<file path="src/rtl/pixel_readout_capture.sv">
// Two-row frame capture from controller strobes into a single-frame output buffer, streamed one pixel per valid/ready beat.
// Define DARK_SUB_EN to emit each pixel as sample - DARK_LEVEL (saturating at 0) on the output path.
module pixel_readout_capture #(
   parameter int DATA_W     = 8,
   parameter int NUM_COLS   = 2,
   parameter int DARK_LEVEL = 16
) (
   input  logic                       Clk,
   input  logic                       Reset_n,
   input  logic                       NRE_1,
   input  logic                       NRE_2,
   input  logic                       ADC,
   input  logic                       Erase,
   input  logic [NUM_COLS*DATA_W-1:0] Adc_data,
   output logic [DATA_W-1:0]          Pix_data,
   output logic                       Pix_valid,
   input  logic                       Pix_ready,
   output logic                       Pix_sof,
   output logic                       Pix_eol,
   output logic                       Frame_done,
   output logic                       Overrun,
   output logic                       Busy
);

   localparam int ROW_W = NUM_COLS * DATA_W;
   localparam int BEATS = 2 * NUM_COLS;
   localparam int IDX_W = $clog2(BEATS);
   localparam logic [IDX_W-1:0] LP_LAST = IDX_W'(BEATS - 1);
   localparam logic [IDX_W-1:0] LP_EOL0 = IDX_W'(NUM_COLS - 1);

   typedef enum logic [1:0] {
      S_IDLE,
      S_ROW1_HELD,
      S_XFER
   } state_t;

   state_t               r_state;
   state_t               w_state_nxt;
   logic [ROW_W-1:0]     r_row0;
   logic [ROW_W-1:0]     r_row1;
   logic [ROW_W-1:0]     r_obuf0;
   logic [ROW_W-1:0]     r_obuf1;
   logic                 r_ofull;
   logic [IDX_W-1:0]     r_idx;
   logic                 r_frame_done;
   logic                 r_overrun;

   logic                 w_row0_strobe;
   logic                 w_row1_strobe;
   logic                 w_cap_row0;
   logic                 w_cap_row1;
   logic                 w_load;
   logic                 w_drop;
   logic                 w_accept;
   logic                 w_last;
   logic [2*ROW_W-1:0]   w_frame;
   logic [DATA_W-1:0]    w_pix_raw;
   logic [DATA_W-1:0]    w_pix_out;

   // Both read enables low at once is an illegal strobe and matches neither decode.
   assign w_row0_strobe = ADC & ~NRE_1 &  NRE_2;
   assign w_row1_strobe = ADC &  NRE_1 & ~NRE_2;

   always_comb begin
      w_state_nxt = r_state;
      w_cap_row0  = 1'b0;
      w_cap_row1  = 1'b0;
      w_load      = 1'b0;
      w_drop      = 1'b0;
      case (r_state)
         S_IDLE: begin
            if (w_row0_strobe) begin
               w_cap_row0  = 1'b1;
               w_state_nxt = S_ROW1_HELD;
            end
         end
         S_ROW1_HELD: begin
            if (Erase) begin
               w_state_nxt = S_IDLE;
            end else if (w_row1_strobe) begin
               w_cap_row1  = 1'b1;
               w_state_nxt = S_XFER;
            end else if (w_row0_strobe) begin
               w_cap_row0  = 1'b1;
            end
         end
         S_XFER: begin
            w_state_nxt = S_IDLE;
            // Registered full flag: a buffer emptying on this same edge still counts as full.
            if (r_ofull) begin
               w_drop = 1'b1;
            end else begin
               w_load = 1'b1;
            end
         end
         default: begin
            w_state_nxt = S_IDLE;
         end
      endcase
   end

   always_ff @(posedge Clk or negedge Reset_n) begin
      if (!Reset_n) begin
         r_state <= S_IDLE;
         r_row0  <= '0;
         r_row1  <= '0;
      end else begin
         r_state <= w_state_nxt;
         if (w_cap_row0) begin
            r_row0 <= Adc_data;
         end
         if (w_cap_row1) begin
            r_row1 <= Adc_data;
         end
      end
   end

   assign w_accept = r_ofull & Pix_ready;
   assign w_last   = (r_idx == LP_LAST);

   always_ff @(posedge Clk or negedge Reset_n) begin
      if (!Reset_n) begin
         r_obuf0      <= '0;
         r_obuf1      <= '0;
         r_ofull      <= 1'b0;
         r_idx        <= '0;
         r_frame_done <= 1'b0;
         r_overrun    <= 1'b0;
      end else begin
         r_frame_done <= w_accept & w_last;
         if (w_drop) begin
            r_overrun <= 1'b1;
         end
         if (w_load) begin
            r_obuf0 <= r_row0;
            r_obuf1 <= r_row1;
            r_ofull <= 1'b1;
         end else if (w_accept && w_last) begin
            r_ofull <= 1'b0;
         end
         if (w_accept) begin
            r_idx <= w_last ? '0 : r_idx + 1'b1;
         end
      end
   end

   assign w_frame = {r_obuf1, r_obuf0};

   always_comb begin
      w_pix_raw = '0;
      for (int i = 0; i < BEATS; i++) begin
         if (r_idx == IDX_W'(i)) begin
            w_pix_raw = w_frame[i*DATA_W +: DATA_W];
         end
      end
   end

`ifdef DARK_SUB_EN
   localparam logic [DATA_W-1:0] LP_DARK = DATA_W'(DARK_LEVEL);
   assign w_pix_out = (w_pix_raw > LP_DARK) ? (w_pix_raw - LP_DARK) : '0;
`else
   assign w_pix_out = w_pix_raw;
`endif

   assign Pix_valid  = r_ofull;
   assign Pix_data   = r_ofull ? w_pix_out : '0;
   assign Pix_sof    = r_ofull & (r_idx == '0);
   assign Pix_eol    = r_ofull & ((r_idx == LP_EOL0) | w_last);
   assign Frame_done = r_frame_done;
   assign Overrun    = r_overrun;
   assign Busy       = (r_state != S_IDLE) | r_ofull;

endmodule
</file>
<file path="config.mk">
export PLATFORM = sky130hd
export DESIGN_NAME = pixel_readout_capture
export DESIGN_NICKNAME = d
export VERILOG_FILES = /design/src/rtl/pixel_readout_capture.sv
export SDC_FILE = /design/constraint.sdc
export NUM_CORES = 1
export LEC_CHECK = 0
export BUFFER_PORTS_ARGS = -buffer_cell sky130_fd_sc_hd__buf_2
export CAP_MARGIN = 20
export CORE_AREA = 2 2 91 93
export DETAILED_ROUTE_END_ITERATION = 6
export DIE_AREA = 0 0 93 95
export RECOVER_POWER = 50
export SYNTH_ARGS = -nofsm -noshare
export SYNTH_HDL_FRONTEND = slang
export SYNTH_SLANG_ARGS = --single-unit
</file>
<file path="constraint.sdc">
create_clock -name Clk -period 2.8 [get_ports Clk]
set_clock_uncertainty 0.1 [all_clocks]
set_input_delay 0.56 -clock Clk [delete_from_list [all_inputs] [get_ports Clk]]
set_output_delay 0.56 -clock Clk [all_outputs]
set_load 0.01 [all_outputs]
</file>
==> impl_results.md <==
- Worst hold start: Overrun
- Syn Area/Cell: about 14 sq um
- Worst Setup SP: r_idx[0]
- Top delay family on crit path: flip-flops
- Yosys warnings: 0
- Worst path bufs/invs: 2
- First-pass GRT wire length: just over 9000 microns
- FILL cells: between 700 and 800
- Largest net degree at the start of global routing: 39
- Clock transition at the registers of the reported paths: ~0.080 ns
- Vias in the first global route: around 1,800
- Design area: 0.00355 sq mm
- Sum of negative setup slack: 0 ns
- Inst Count DP: between 300 and 400
- Post-Place Cell Area: around 0.0033 sq mm
- Failing checks: max-capacitance violations, max-slew violations
- CP Launch Type: flip-flop
- Routed wire per std cell: 15.4 microns
- Post-Syn Instances: 213
- HPWL Detailed: about 4000 microns
- Row count: 33
- Initial drt markers: 48
- Area Growth Syn to Fin: 16.3%
- Crit Path Class: reg2out
- Tot GR Track Use: between 10% and 20%
- Total grt overflow: 0
- Synth cell types: 25
- Drt drc: 0
- Crit end category: primary output
- Minimum clock period: between 2 and 3 ns
- FMAX: slightly below 400 MHz
- Routed wire length: 5610 microns
- Reg-to-Reg Start: r_state[0]
- Num Clock Sinks: between 70 and 80
- Initial Utilization: roughly 39%
- Required time worst endpoint: around 2.1 ns
- Number of I/O pins: 37
- CTS tree: built
- Gpl congestion: 0.744
- Die area: just under 0.009 sq mm
- Leak: roughly 1.8 nW
- Net Count, Synth: 240
- Height of the die: 95 microns
- Fin Hold WS: 0.355 ns
- IO buf count: 36
- Clock root buffer: clkbuf_8
- Die width: 93 microns
- Critical path's slowest cell: dfrtp_1
- Synth Register Bits: between 70 and 80
- Post-route antenna net violation count: 0
- Vias: around 1,800
- CP max FO: 7
- Non-filler instance count after layout: ~370
- Core area: roughly 0.008 sq mm
- Slew margin rel.: -38.4%
- Max clock buf depth: 2
- Initial antenna violation count: 0
- Sequential element share of the synthesized area: 58.2%
- Final Hold Fails: 0
- Arr. time, crit path: ~1.9 ns
- Ant diodes: 0
- # setup viols final: 0
- Post-Syn Area: between 0.003 and 0.004 sq mm
- Detailed Routing Iterations Pass 1: 4
- Worst-Margin Slew: between 2 and 2.5 ns
- Slowest stage delay, CP: around 0.43 ns
- PD cells: 778 mW/mm^2
- Num CTS Buffers: 9
- Total chip power: between 2 and 3 mW
- Max-cap violations: 1
- Multi-input logic area: roughly 0.0012 sq mm
- H-tree Lvls: 3
- Cell Chain, Critical Path: inv_1, ha_1, nor2b_2, a221oi_1, o21ai_0, buf_2
- Final-report max-slew violation count: 38
- Proportion of layout cells with a drive suffix above 1: between 40% and 50%
- Fin crit share: 91.4%
- Status: finished with violations
- Clk_lat worst skew: about 0.34 ns
- RSZ-0062 raised after global routing: false
- Vias per cell: around 4.9
- Worst hold path type: reg2reg
- Post-layout nets: roughly 280
- Max rail drop VDD: between 0.2 and 0.25 mV
- Post-CTS setup buffer count: 0
- Register area: ~0.0018 sq mm
-- worst reg2reg max path, delay by kind of cell, from the launching register on --
| family | cells | cell delay, ns |
|---|---|---|
| buffers and inverters | 1 | 0.39 |
| DFF | 1 | 0.42 |
| muxes | 1 | 0.40 |
| and+or+nand+nor | 2 | 0.36 |
-- routing by layer --
metal / routed length (microns) / track usage (%) / vias up
met1: 2780 / 19.1 / 886
met3: 205 / 4.23 / 11
met5: 0 / 0 / -
li1: - / - / 848
met2: 2500 / 19.9 / 29
met4: 126 / 6.62 / 0
-- power by group --
part | total [mW] | switching, mW | internal, mW
Sequential | 1.29 | 0.101 | 1.19
Combinational | 0.639 | 0.322 | 0.317
Clock | 0.830 | 0.390 | 0.440
Total | 2.76 | 0.813 | 1.95
-- Yosys cell counts (all sizes together) --
master   n  area (sq um)
buf      9          73.8
a21o     2          15.0
ha       4          50.1
and2b    2          16.3
nand2   11          41.3
nor2b    5          31.3
nor2     3          11.3
and3     1          6.26
a21oi    2          10.0
mux2    65           766
nor3     2          10.0
clkbuf   2          7.51
dfrtp   71          1780
or3      1          6.26
inv      4          15.0
o21a     1          7.51
nand4b   2          47.6
a221oi   8          70.1
o21ai   16          80.1
and2     2          12.5
-- cells by family after synthesis --
| group | Yosys count | synth area share, % |
|---|---|---|
| buffers and inverters | 15 | 3.15 |
| multiplexers | 65 | 25.1 |
| flip-flops | 71 | 58.2 |
| AND/OR/NAND/NOR | 29 | 5.98 |
| AO/OA/AOI/OAI | 29 | 5.98 |
| adder cells (fa/ha/maj) | 4 | 1.64 |
-- stage by stage --
stage          setup slack [ns]  utilization [%]
2_1_floorplan             0.765                -
3_3_place_gp              0.492             42.2
3_5_place_dp              0.470             42.2
4_1_cts                  0.0822             44.8
5_1_grt                  0.0533             44.8
6_report                  0.240             44.8
-- flip-flops by register name, indices dropped and copies added (netlist names), 2 cells and up --
name,cells
r_obuf0,16
r_row0,16
r_state,2
r_row1,16
r_obuf1,16
r_idx,2
-- final cells by class --
type                            instances  share of cell area [%]
Multi-Input combinational cell        127                    33.5
Clock inverter                          6                    1.94
Inverter                                4                   0.423
Timing Repair Buffer                   42                    6.59
Sequential cell                        71                    50.0
Clock buffer                           10                    3.87
Tap cell                              105                    3.70
-- timing repair --
item | in CTS | in global routing
gates resized for setup | 0 | 2
hold buffers | 0 | 0
setup endpoints to repair | 0 | 7
-- worst paths after layout --
kind	end	slack, ns	depth (start not counted)
max in group asynchronous	r_row0[13]	0.68	2
setup reg to reg	r_obuf1[7]	1.01	4
hold / removal	Overrun	0.36	1
min in group asynchronous	r_row1[12]	0.70	1
hold reg to reg	Overrun	0.36	1
setup / recovery	Pix_data[7]	0.24	6
-- layout by cell type (no fill, tap or decap), drive strengths merged, types with 3 or more instances in the layout --
cell,n
dfrtp,71
mux2,65
buf,40
o21ai,16
clkbuf,12
nand2,11
a221oi,8
inv,5
nor2b,5
ha,4
nor2,3
clkinv,3
Power figures use the tool's default switching activity.
